[src/rtl/inst_encode_issue.sv]
// Packs {RL,RR,RD,Op} tuples into 17-bit instruction words, buffers them in a FIFO and issues in order.
// Optional RAW hazard hold on recently issued destinations: define HAZARD_STALL_EN.
module inst_encode_issue #(
  parameter int DEPTH   = 4,
  parameter int HAZ_WIN = 3
) (
  input  logic                     clk,
  input  logic                     rst_n,
  input  logic                     in_valid,
  output logic                     in_ready,
  input  logic [4:0]               in_rl,
  input  logic [4:0]               in_rr,
  input  logic [4:0]               in_rd,
  input  logic [1:0]               in_op,
  output logic                     out_valid,
  input  logic                     out_ready,
  output logic [16:0]              Inst,
  output logic [$clog2(DEPTH):0]   fifo_count,
  output logic [15:0]              issued_cnt,
  output logic                     hazard_stall
);
  localparam int AW = $clog2(DEPTH);
  localparam int CW = AW + 1;

  logic [16:0]   mem [DEPTH];
  logic [AW-1:0] wr_ptr_reg;
  logic [AW-1:0] rd_ptr_reg;
  logic [CW-1:0] count_reg;
  logic [15:0]   issued_reg;
  logic [16:0]   head;
  logic          empty;
  logic          push;
  logic          pop;

  assign empty      = (count_reg == '0);
  assign head       = mem[rd_ptr_reg];
  assign in_ready   = (count_reg != CW'(DEPTH));
  assign push       = in_valid & in_ready;
  assign pop        = out_valid & out_ready;
  assign Inst       = empty ? 17'd0 : head;
  assign out_valid  = ~empty & ~hazard_stall;
  assign fifo_count = count_reg;
  assign issued_cnt = issued_reg;

  // Storage needs no reset: the head is masked to zero whenever the FIFO is empty.
  always_ff @(posedge clk) begin
    if (push) begin
      mem[wr_ptr_reg] <= {in_rl, in_rr, in_rd, in_op};
    end
  end

  // Pointers are AW bits wide, so they wrap modulo DEPTH on their own.
  always_ff @(posedge clk or negedge rst_n) begin
    if (!rst_n) begin
      wr_ptr_reg <= '0;
      rd_ptr_reg <= '0;
      count_reg  <= '0;
      issued_reg <= '0;
    end else begin
      if (push) wr_ptr_reg <= wr_ptr_reg + 1'b1;
      if (pop) begin
        rd_ptr_reg <= rd_ptr_reg + 1'b1;
        issued_reg <= issued_reg + 16'd1;
      end
      case ({push, pop})
        2'b10:   count_reg <= count_reg + 1'b1;
        2'b01:   count_reg <= count_reg - 1'b1;
        default: count_reg <= count_reg;
      endcase
    end
  end

`ifdef HAZARD_STALL_EN
  logic [HAZ_WIN-1:0] sb_valid_reg;
  logic [4:0]         sb_rd_reg [HAZ_WIN];
  logic [HAZ_WIN-1:0] hit;

  genvar gi;
  generate
    for (gi = 0; gi < HAZ_WIN; gi++) begin : g_sb
      if (gi == 0) begin : g_first
        always_ff @(posedge clk or negedge rst_n) begin
          if (!rst_n) begin
            sb_valid_reg[gi] <= 1'b0;
            sb_rd_reg[gi]    <= '0;
          end else begin
            sb_valid_reg[gi] <= pop;
            sb_rd_reg[gi]    <= head[6:2];
          end
        end
      end else begin : g_rest
        always_ff @(posedge clk or negedge rst_n) begin
          if (!rst_n) begin
            sb_valid_reg[gi] <= 1'b0;
            sb_rd_reg[gi]    <= '0;
          end else begin
            sb_valid_reg[gi] <= sb_valid_reg[gi-1];
            sb_rd_reg[gi]    <= sb_rd_reg[gi-1];
          end
        end
      end
      assign hit[gi] = sb_valid_reg[gi] &
                       ((sb_rd_reg[gi] == head[16:12]) | (sb_rd_reg[gi] == head[11:7]));
    end
  endgenerate

  assign hazard_stall = ~empty & (|hit);
`else
  assign hazard_stall = 1'b0;
`endif

endmodule

[config.mk]
export PLATFORM = sky130hd
export DESIGN_NAME = inst_encode_issue
export DESIGN_NICKNAME = d
export VERILOG_FILES = /design/src/rtl/inst_encode_issue.sv
export SDC_FILE = /design/constraint.sdc
export NUM_CORES = 1
export LEC_CHECK = 0
export CORE_MARGIN = 8
export CORE_UTILIZATION = 53
export DETAILED_ROUTE_END_ITERATION = 16
export HOLD_SLACK_MARGIN = 0.12
export PLACE_DENSITY = 0.91
export SLEW_MARGIN = 20
export SYNTH_ARGS = -nofsm -noshare
export SYNTH_HDL_FRONTEND = slang
export SYNTH_SLANG_ARGS = --single-unit
[constraint.sdc]
create_clock -name clk -period 2.6 [get_ports clk]
set_clock_uncertainty 0.15 [all_clocks]
set_input_delay 0.52 -clock clk [delete_from_list [all_inputs] [get_ports clk]]
set_output_delay 0.52 -clock clk [all_outputs]
set_load 0.05 [all_outputs]
==> results of run 1 <==
-- routing by layer --
metal,share of wire,track usage,vias up
li1,-,-,925
met1,0.41,0.168,995
met2,0.52,0.240,43
met3,0.042,0.0450,11
met4,0.025,0.0756,0
met5,0,0,-
-- what timing repair did --
| action | in CTS | in global routing |
|---|---|---|
| endpoints found under the setup margin | 0 | 8 |
| endpoints found under the hold margin | 0 | 0 |
| resized for setup | 0 | 2 |
-- logic make-up after synthesis --
kind of cell / Yosys count / synth area share
flops: 91 / 0.696
fa+ha+maj: 7 / 0.0253
simple gates: 53 / 0.0905
compound gates: 2 / 0.00998
other cells: 1 / 0.000997
mux: 19 / 0.107
buf+inv: 15 / 0.0210
xor+xnor: 21 / 0.0489
-- area by class of cell --
cell class	instances	area (um2)	share of cell area
Tap cell	96	120	0.0259
Clock buffer	9	124	0.0267
Clock inverter	7	60.1	0.0129
Timing Repair Buffer	68	617	0.133
Sequential cell	91	2620	0.565
Inverter	9	33.8	0.00728
Multi-Input combinational cell	103	1060	0.229
-- cells in the final DEF (no fill, tap or decap), types with 2 or more instances in the layout --
cell type | Yosys | layout
sky130_fd_sc_hd__inv_8 | 0 | 2
sky130_fd_sc_hd__clkbuf_8 | 0 | 9
sky130_fd_sc_hd__nand4_1 | 4 | 4
sky130_fd_sc_hd__inv_1 | 8 | 8
sky130_fd_sc_hd__nor3_4 | 2 | 2
sky130_fd_sc_hd__nor2b_1 | 17 | 17
sky130_fd_sc_hd__and3_1 | 5 | 5
sky130_fd_sc_hd__nor3_2 | 2 | 2
sky130_fd_sc_hd__xnor2_1 | 16 | 16
sky130_fd_sc_hd__mux4_2 | 17 | 17
sky130_fd_sc_hd__dfrtp_2 | 0 | 3
sky130_fd_sc_hd__nor2_1 | 3 | 3
sky130_fd_sc_hd__nand2_1 | 10 | 10
sky130_fd_sc_hd__nand3_1 | 3 | 3
sky130_fd_sc_hd__dfrtp_1 | 23 | 20
sky130_fd_sc_hd__xor2_1 | 5 | 5
sky130_fd_sc_hd__clkinv_4 | 0 | 2
sky130_fd_sc_hd__ha_1 | 6 | 6
sky130_fd_sc_hd__clkdlybuf4s50_1 | 0 | 39
sky130_fd_sc_hd__edfxtp_1 | 68 | 68
sky130_fd_sc_hd__buf_4 | 1 | 27
-- worst paths after layout --
path | startpoint | depth (start not counted) | endpoint
max | rd_ptr_reg[0] | 4 | Inst[4]
min | issued_cnt[15] | 1 | issued_cnt[15]
max reg2reg | fifo_count[1] | 10 | fifo_count[2]
min reg2reg | issued_cnt[15] | 1 | issued_cnt[15]
max in group asynchronous | rst_n | 2 | fifo_count[1]
min in group asynchronous | rst_n | 2 | issued_cnt[15]
-- per-stage QoR --
step,power (W),std cells
detailed placement,0.00498,367
global placement,0.00490,367
CTS,0.00585,383
finish,0.00579,383
floorplan,0.00411,209
global route,0.00607,383
-- critical path, cell delays in order, from the launching register on --
cell                      delay [ns]
sky130_fd_sc_hd__dfrtp_1        0.37
sky130_fd_sc_hd__buf_6          0.21
sky130_fd_sc_hd__mux4_2         0.54
sky130_fd_sc_hd__nor2b_1        0.15
sky130_fd_sc_hd__buf_4          0.19
-- where the power goes --
part	leakage [nW]	total, W	internal, W	switching (W)
Sequential	0.910	0.00211	0.00191	0.000199
Clock	0.0913	0.000872	0.000364	0.000508
Combinational	0.722	0.00281	0.00102	0.00179
Total	1.72	0.00579	0.00329	0.00250
==> qor.json, run 1 <==
{
  "max-cap-violations": 0,
  "grtUsageTotal": 0.146,
  "netlist_top_cells_count": "sky130_fd_sc_hd__edfxtp_1 (68), sky130_fd_sc_hd__dfrtp_1 (23), sky130_fd_sc_hd__mux4_2 (17), sky130_fd_sc_hd__nor2b_1 (17), sky130_fd_sc_hd__xnor2_1 (16)",
  "setup_viol_count_final": 0,
  "finalSetupTns_ns": 0,
  "io_pins": 60,
  "yosys_warnings": 0,
  "cts_post_setup_buffers_inserted": 0,
  "initial_antenna_violation_count": 0,
  "ys_top_cells_by_area": "sky130_fd_sc_hd__edfxtp_1 (54%), sky130_fd_sc_hd__dfrtp_1 (15%), sky130_fd_sc_hd__mux4_2 (10%)",
  "synth_area_per_cell_um2": 18.0,
  "synth_nets": 237,
  "yosys.cell_count.top_type": "sky130_fd_sc_hd__edfxtp_1",
  "clk_transition_reported_paths_ns": 0.09,
  "final_min_period_over_clock_period": 0.948,
  "htree_num_levels": 3,
  "timing.max_slew.rel_slack": 0.645,
  "required_time_at_the_worst_slack_endpoint_ns": 1.93,
  "number_of_input_and_output_port_buffers_inserted": 58,
  "antenna-diode-count": 0,
  "cts-buffers-inserted": 9,
  "largest_net_degree_at_the_start_of_global_routing": 24,
  "clk_latency_ns": 0.34,
  "clk_path_buf_depth": 2,
  "timing.final.hold_violations": 0,
  "end_kind": "output port",
  "timing.critical_path.arrival_ns": 1.79,
  "area_delta_synth_final_pct": 23.4,
  "worst_slack_on_hold_paths_ns": 0.326,
  "leakagePower_nw": 1.72,
  "stdcell_area_um2": 4640,
  "hp-class": "reg2reg",
  "drv_slew": 0,
  "finalNetCount": 310,
  "run_status": "completed",
  "wl_per_instance_um": 18.0,
  "synth_top_area_frac": 0.543,
  "drive_gt1_frac": 0.261,
  "die-height_um": 100,
  "largest_register_ff_count": 68,
  "clock_sink_count": 91,
  "post-route-min-period_ns": 2.46,
  "path_class": "reg2out",
  "floorplan.initialDensity": 0.551,
  "synthesis.area_um2": 3760,
  "cts-root-buf": "sky130_fd_sc_hd__clkbuf_8",
  "placed_cell_area_um2": 4450,
  "primary_ff_master_synth": "sky130_fd_sc_hd__edfxtp_1",
  "hpwl_mm": 4.89,
  "syn_inst": 209,
  "nFillCells": 468,
  "synthArstFlopShare": 0.253,
  "setup_slack_ns": 0.136,
  "grt_remaining_overflow": 0,
  "critical_path.max_fanout": 12,
  "largest_register": "mem",
  "area_enclosed_by_the_die_boundary_um2": 10000,
  "sequential_area_share_after_synthesis": 0.696,
  "power-per-cell-area_nw_per_um2": 1250,
  "wl_mm": 6.91,
  "grt_setup_unrepaired": "no",
  "gpl_congestion": 0.771,
  "antenna_violating_nets_post_route": 0,
  "synth_edf_count": 68,
  "drcViolationCount": 0,
  "utilization": 0.679,
  "start_kind": "flip-flop",
  "synth_cell_types": 32,
  "grt_pass1_wl_mm": 10.8,
  "drt_iter0_drc": 82,
  "tightest_slew_ns": 0.531,
  "regToRegSetupSlack_ns": 0.34,
  "row_count": 30,
  "fp.dieW_um": 100,
  "core_area_um2": 6830,
  "drt_pass1_iterations": 4,
  "yosys_register_bits": 91,
  "fmax_mhz": 406,
  "preCtsSetupSlack_ns": 0.0798,
  "avgViaCountPerCell": 5.15,
  "hold_bufs_at_cts": 0,
  "detailroute.via_count": 1974,
  "grt_pass1_vias": 2114,
  "cts_tree": "built",
  "yosysTopAreaCell": "sky130_fd_sc_hd__edfxtp_1",
  "vdd.ir_drop.worst_mv": 0.865
}
Note: power is estimated with default switching activity, not from simulation.
==> run 2: changes to the inputs <==
--- a/config.mk
+++ b/config.mk
@@ -7,6 +7,7 @@
 export LEC_CHECK = 0
 export CORE_MARGIN = 8
 export CORE_UTILIZATION = 53
+export CTS_CLUSTER_SIZE = 40
 export DETAILED_ROUTE_END_ITERATION = 16
 export HOLD_SLACK_MARGIN = 0.12
 export PLACE_DENSITY = 0.91
==> results of run 2 <==
No change in the layout: final DEF, timing and power equal those of run 1.
==> run 3: changes to the inputs <==
--- a/config.mk
+++ b/config.mk
@@ -9,7 +9,6 @@
 export CORE_UTILIZATION = 53
 export CTS_CLUSTER_SIZE = 40
 export DETAILED_ROUTE_END_ITERATION = 16
-export HOLD_SLACK_MARGIN = 0.12
 export PLACE_DENSITY = 0.91
 export SLEW_MARGIN = 20
 export SYNTH_ARGS = -nofsm -noshare
==> results of run 3 <==
No change in the layout: final DEF, timing and power equal those of run 1.
